<file path="config.mk">
export PLATFORM = sky130hd
export DESIGN_NAME = gpio_poll_master
export DESIGN_NICKNAME = d
export VERILOG_FILES = /design/src/rtl/gpio_poll_master.sv
export SDC_FILE = /design/constraint.sdc
export NUM_CORES = 1
export LEC_CHECK = 0
export ABC_AREA = 1
export ABC_CLOCK_PERIOD_IN_PS = 4000
export CORE_MARGIN = 5
export CORE_UTILIZATION = 30
export CTS_BUF_LIST = sky130_fd_sc_hd__clkbuf_4
export CTS_CLUSTER_SIZE = 8
export DETAILED_ROUTE_END_ITERATION = 10
export GPL_TIMING_DRIVEN = 0
export PLACE_DENSITY_LB_ADDON = 0.25
export SLEW_MARGIN = 20
export SYNTH_ARGS = -nofsm -noshare
export SYNTH_HDL_FRONTEND = slang
export SYNTH_SLANG_ARGS = --single-unit
</file>
<file path="constraint.sdc">
create_clock -name clk -period 4 [get_ports clk]
set_input_delay 0.4 -clock clk [delete_from_list [all_inputs] [get_ports clk]]
set_output_delay 0.4 -clock clk [all_outputs]
set_load 0.005 [all_outputs]
</file>
<file path="src/rtl/gpio_poll_master.sv">
// GPIO poll master: writes the GPIO ctrl register once per enable, then periodically
// reads the data register and raises a sticky per-bit change interrupt. Optional: GPIO_POLL_DEBOUNCE_EN.
module gpio_poll_master #(
  parameter logic [31:0] BASE_ADDR = 32'h0000_0000,
  parameter logic [15:0] POLL_DIV  = 16'd1000
) (
  input  logic        clk,
  input  logic        rstn,
  input  logic        en_i,
  input  logic [31:0] ctrl_i,
  input  logic [31:0] mask_i,
  input  logic        irq_clr_i,
  output logic        req_o,
  input  logic        gnt_i,
  output logic        we_o,
  output logic [31:0] addr_o,
  output logic [31:0] data_o,
  input  logic [31:0] data_i,
  output logic [31:0] snap_o,
  output logic [31:0] chg_o,
  output logic        irq_o
);

  typedef enum logic [2:0] {IDLE, CFG, WAIT, RD, CMP} state_t;

  state_t      state, state_nxt;
  logic [15:0] cnt;
  logic [31:0] sample;
  logic        first;
  logic [31:0] accepted;
  logic [31:0] diff;

  // Bus outputs decode straight from the state register, so an asynchronous reset
  // drops req_o at once and an abandoned request disappears with the state change.
  always_comb begin
    // NOTE: every output gets a default before the case so no path leaves a latch.
    state_nxt = state;
    req_o     = 1'b0;
    we_o      = 1'b0;
    addr_o    = 32'h0;
    data_o    = 32'h0;
    unique case (state)
      IDLE: if (en_i) state_nxt = CFG;
      CFG: begin
        req_o  = 1'b1;
        we_o   = 1'b1;
        addr_o = BASE_ADDR;
        data_o = ctrl_i;
        if (gnt_i) state_nxt = WAIT;
      end
      WAIT: if (cnt == 16'd0) state_nxt = RD;
      RD: begin
        req_o  = 1'b1;
        addr_o = BASE_ADDR + 32'd4;
        if (gnt_i) state_nxt = CMP;
      end
      CMP:     state_nxt = WAIT;
      default: state_nxt = IDLE;
    endcase
    // Disable wins over everything; a grant in this cycle still completes on the bus.
    if (!en_i) state_nxt = IDLE;
  end

`ifdef GPIO_POLL_DEBOUNCE_EN
  logic [31:0] prev_raw;
  logic [31:0] agree;

  // A bit is taken only when this read and the previous raw read agree on it.
  assign agree    = ~(sample ^ prev_raw);
  assign accepted = first ? sample : ((sample & agree) | (snap_o & ~agree));

  always_ff @(posedge clk or negedge rstn) begin
    if (!rstn)              prev_raw <= 32'h0;
    else if (state == CMP)  prev_raw <= sample;
  end
`else
  assign accepted = sample;
`endif

  assign diff  = first ? 32'h0 : ((accepted ^ snap_o) & mask_i);
  assign irq_o = |chg_o;

  always_ff @(posedge clk or negedge rstn) begin
    // NOTE: sequential state uses non-blocking assignments so every register samples pre-edge values.
    if (!rstn) begin
      state  <= IDLE;
      cnt    <= 16'h0;
      sample <= 32'h0;
      snap_o <= 32'h0;
      chg_o  <= 32'h0;
      first  <= 1'b0;
    end else begin
      state <= state_nxt;

      if ((state == CFG && gnt_i) || state == CMP)
        cnt <= POLL_DIV - 16'd1;
      else if (state == WAIT && cnt != 16'd0)
        cnt <= cnt - 16'd1;

      if (state == CFG && gnt_i) first <= 1'b1;
      else if (state == CMP)     first <= 1'b0;

      if (state == RD && gnt_i) sample <= data_i;

      // A clear in the compare cycle still lets a fresh change through.
      if (state == CMP) begin
        snap_o <= accepted;
        chg_o  <= (irq_clr_i ? 32'h0 : chg_o) | diff;
      end else if (irq_clr_i) begin
        chg_o  <= 32'h0;
      end
    end
  end

endmodule

</file>
### Yosys cells after proc, flatten, opt, wreduce, memory -nomap -nowiden

Cells that the tools add are included.

| cells by class | value |
|---|---|
| add/subtract/negate cells | 1 |
| equal/unequal tests | 7 |
| mux-type cells | 16 |
| bitwise logic cells | 3 |
| reduce and logical (&&, ||, !) cells | 12 |

Operator list:

| cell | count |
|---|---|
| 32-bit two-way mux | 4 |
| 32-bit bitwise AND | 1 |
| 16-bit two-way mux | 2 |
| 32-bit OR | 1 |
| 32-bit OR reduction | 1 |
| 32-bit XOR | 1 |
| 16-bit logical NOT | 1 |
| 16-bit nonzero test | 1 |
| 16-bit by 1-bit subtractor with 16-bit output, second input constant | 1 |
| 3-bit two-way mux | 5 |
| 3-bit one-hot mux with 5 select lines | 1 |
| 3-bit inequality test, second input constant | 3 |
| 3-bit by 2-bit == test with 1-bit output, second input constant | 2 |
| 1-bit two-way mux | 4 |
| 2-bit nonzero test | 2 |
| 3-bit by 1-bit == test with 1-bit output, second input constant | 1 |
| 3-bit == test, second input constant | 1 |
| 1-bit logical AND | 3 |
| 3-bit logical NOT | 1 |
| 3-bit AND reduction | 1 |
| 2-bit OR reduction | 1 |
| 1-bit logical OR | 1 |

| word-level totals | value |
|---|---|
| register bits after elaboration | 116 |
| input bits | 101 |
| output and inout port bits | 131 |
| word-level logic and storage cells | 45 |

### Depth between registers and ports, before layout

| depth | value |
|---|---|
| depth after elaboration | 5 |
| gate-level depth with buffers | 10 |
| gate-level depth less buffers | 10 |

### Least setup slack after synthesis

No wires, ideal clock.

| timing | value |
|---|---|
| kind | register to register |
| from | register cnt[0] |
| to | register cnt[8] |
| library setup time | 0.117 ns |
| arrival | 1.413 ns |
| required time | 3.883 ns |
| slack | 2.469 ns |
| cell stages (with the launch flop) | 11 |
| path buffers | 1 |
| period minus slack after synthesis | 1.531 ns |
| cells stage by stage | dfrtp_1 -> inv_1 -> ha_1 -> nand2_1 -> nor2_1 -> nand2_1 -> nand2_2 -> nand2_4 -> buf_6 -> nand2_1 -> o21ai_2 |

| on the way | value |
|---|---|
| cells in the longest elaborated chain, start to end | 3 |
| elaborated cells between the ends (all ways) | 6 |
| those cells by class | add/sub: 1; mux: 2; reduce/logical: 3 |

RTL lines:

| element | line | text |
|---|---|---|
| start, declared | 27 | `logic [15:0] cnt;` |
| start signal, assigned | 96 | `cnt <= POLL_DIV - 16'd1;` |
| start signal, assigned | 98 | `cnt <= cnt - 16'd1;` |
| 16-bit by 1-bit subtractor with 16-bit output / 16-bit nonzero test (equally long branches) | 98, 97 |  |
| 16-bit two-way mux / 1-bit logical AND (equally long branches) | 97 | `else if (state == WAIT && cnt != 16'd0)` |
| 16-bit two-way mux / 2-bit nonzero test (equally long branches) | - |  |

Several ways; a longest one is shown, not always the timed one. The select of a mux whose other input is x is not followed.
A chain may end at the register's enable or synchronous reset.

### Worst setup path after layout

| timing | value |
|---|---|
| from | register state[2] |
| to | output port data_o[7] |

| on the way | value |
|---|---|
| cells in the longest elaborated chain, start to end | 2 |

RTL lines:

| element | line | text |
|---|---|---|
| start, declared | 26 | `state_t state, state_nxt;` |
| start signal, assigned | 93 | `state <= state_nxt;` |
| 3-bit by 1-bit == test with 1-bit output | 42 | `unique case (state)` |
| 32-bit two-way mux | 42 |  |
| end, declared | 17 | `output logic [31:0] data_o,` |

No other way between the ends.

==> results.md <==
* Setup-failing EPs final at 0
* Root buffer cell: clkbuf_4
* Xor/xnor share of the synthesized area at 5.10%
* All-Layer GR Usage at 15.0%
* R2r startpoint: cnt[0]
* Synth Register Bits at 116
* Max Cap Viol at 0
* Synth area leaders: dfrtp_1, nand2_1, inv_1
* Mux cell area share after synthesis at 3.09%
* Startpoint types: flip-flop
* Met1 WL at 7360 µm
* Final-stage net count at 1,044
* Worst-path clk slew at 0.09 ns
* Initial Util at 30.2%
* Post-synth top area cell: dfrtp_1
* Critical path type: reg2out
* Maximum fanout along the worst path at 10
* Status: finished clean
* Largest family of logic cells by synthesized area: simple AND/OR/NAND/NOR gates
* Total gr overflow at 0
* Max H-tree Level at 4
* Number of remaining DRC errors at 0
* Unrepaired setup endpoints after global routing: false
* Post-Synthesis Cells at 691
* Critical path's slowest cell: clkdlybuf4s50_1
* Sequential power share at 41.8%
* Register area share after synthesis at 49.8%
* Clk_skew at 0.0127 ns
* CP max stage delay at 0.53 ns
* Most frequent cells in the layout: clkdlybuf4s50_1, nand2_1, dfrtp_1
* Final ANT Viol Nets at 0
* Most common cell after layout, fill and taps aside: clkdlybuf4s50_1
* Final critical-path share of the clock period at 69.4%
* Wire length of the first global-routing pass at 26,100 µm
* Routed vias/inst at 4.12
* TritonCTS clock tree: done
* Avg Cell Area, Syn at 8.44 µm²
* Post-DP HPWL at 12,900 µm
* WL/cell at 13.9 µm
* Crit end category: output pin
* I/O pins at 232
* Required @ worst endpoint at 3.60 ns
* P_leak at 4.26 nW
* Routability cong. at 0.788
* Worst r2r dst: cnt[12]
* Combinational fraction of design power at 38.9%
* DR vias at 5,019
* Count of cell types in the netlist at 31
* Clock Tree Buf Depth at 2
* Fillcell total at 1,924
* Synth warn at 0
* Setup Fix Bufs, Post-CTS at 0
* Slew Limit Headroom at 60.5%
* PortBufs at 200
* Critical Path Start: state[2]
* P per Cell Area at 524 nW/µm²
* Num rows at 51
* Post-layout min period at 2.77 ns
* Worst-Margin Slew at 0.592 ns
* Min-delay worst type: in2async
* CTS sink cnt at 116
* WP data arrival at 2.37 ns
* Register area at 2900 µm²
* Cell Area, Placed at 8310 µm²
* Area of the multi-input gates at 2280 µm²
* Post-Synth Simple-Gate Area at 19.9%
* 1st-pass router iterations at 4
* Synthesized area at 5830 µm²
* Total Power at 4.50 mW
* Vias in the first global route at 4,973
* WL met3 at 991 µm
* Synth Area in Adders at 0.214%
* Clock Latency Late Sink at 0.52 ns
* Post-synth top area share at 49.8%
* Max Fclk at 360 MHz
* Switching share of total power at 34.5%
* Setup TNS at 0 ns
* Max-slew violations at 0
* CP endpoint: data_o[7]
* Pint at 2.95 mW
* Initial drt markers at 266
* Compound-Gate Fraction of Synth Area at 8.77%
* Share of layout cells above drive strength 1 at 10.9%
* Post-route cell area at 8590 µm²
* FF-to-FF path depth at 10
* Peak VDD IR at 145 µV
* Max layer used: met5
* Net Sw Power at 1.56 mW
* Met2 wire length at 8370 µm
* Total die area at 22,300 µm²
* Layout area overhead at 47.3%
* Final hold vios at 0
* Final wirelength at 16,900 µm
* Clock buffer count from CTS at 17
* # diodes at 0
* Die height at 149 µm
* Post-cts resize count at 0
* Pin count of the biggest net entering global routing at 65
* Worst-path cell chain: inv_2 > nand2_2 > nor2_2 > inv_1 > buf_1 > nor2_1 > clkdlybuf4s50_1
* Antenna violations before repair at 1
* Area of the core at 19,300 µm²
* Reg2Reg Setup Slack at 2.25 ns
* Clk pwr share at 19.2%
* Die width at 149 µm
sequential cells by signal, indices dropped and copies added, names as in the netlist:
name,cells
accepted,32
chg_o,32
cnt,16
first,1
snap_o,32
state,3
layout make-up:
cell class,count,share of cell area [%]
repair buffers,202,23.7
clock inverters,8,1.28
inverters,110,4.80
plain buffers,53,4.12
flip-flops and latches,116,33.8
well taps,265,3.86
multi-input cells,442,26.5
clock buffers,22,1.92
synthesized netlist by cell type, drive strengths merged:
master	count
clkbuf	13
dfrtp	116
buf	40
nand2	160
nand3b	1
xor2	34
nor3	1
nand4	16
conb	1
nand3	13
ha	1
o21ai	31
inv	110
nor2	84
mux2	13
or2	1
o22ai	32
a21oi	23
o21bai	1
metrics by stage:
step           worst slack, ns  utilization, %  hold WS (ns)  instances
6_report                  1.23            44.5         0.396       1218
5_1_grt                   1.02            44.5         0.361       1218
4_1_cts                   1.16            44.5         0.357       1218
3_5_place_dp              1.77            43.0         0.394       1187
3_3_place_gp             -2.25            42.8         0.499       1186
2_1_floorplan             2.47               -         0.104        721
metal layers:
| layer | track usage (%) | vias to the layer above |
|---|---|---|
| met2 | 25.2 | 115 |
| li1 | - | 2600 |
| met5 | 0 | - |
| met1 | 19.0 | 2288 |
| met3 | 4.60 | 14 |
| met4 | 3.71 | 2 |
logic make-up after synthesis:
logic type | Yosys count
AO/OA/AOI/OAI | 87
XOR/XNOR | 34
adder cells (fa/ha/maj) | 1
buffers and inverters | 163
flip-flops | 116
multiplexers | 13
other | 1
AND/OR/NAND/NOR | 276
power by group through the flow:
stage                     Sequential (mW)  Combinational (mW)  Clock, mW
after floorplan                      1.86                1.00          0
after global placement               1.90                1.75          0
after detailed placement             1.91                1.77          0
after CTS                            1.89                1.78      0.897
after global routing                 1.95                1.98      0.949
final                                1.88                1.75      0.865
worst max-delay path: cells and delay by family, from the launching register on:
kind                   cells  cell delay (ns)
DFF                        1             0.39
and+or+nand+nor            3             0.47
buffers and inverters      4             1.01
how the worst min path moves through the flow:
| stage | start | end | slack, ns | depth (start not counted) |
|---|---|---|---|---|
| 3_5_place_dp | rstn | cnt[1] | 0.39 | 1 |
| 3_3_place_gp | snap_o[2] | snap_o[2] | 0.50 | 2 |
| 4_1_cts | rstn | cnt[1] | 0.36 | 2 |
| 2_1_floorplan | rstn | accepted[0] | 0.10 | 0 |
| 6_report | rstn | cnt[1] | 0.40 | 2 |
| 5_1_grt | rstn | cnt[1] | 0.36 | 2 |
repair_timing:
| action | 4_1_cts | 5_1_grt |
|---|---|---|
| endpoints found under the setup margin | 0 | 0 |
| hold endpoints to repair | 52 | 0 |
| hold buffers | 1 | 0 |
Note: power is estimated with default switching activity, not from simulation.
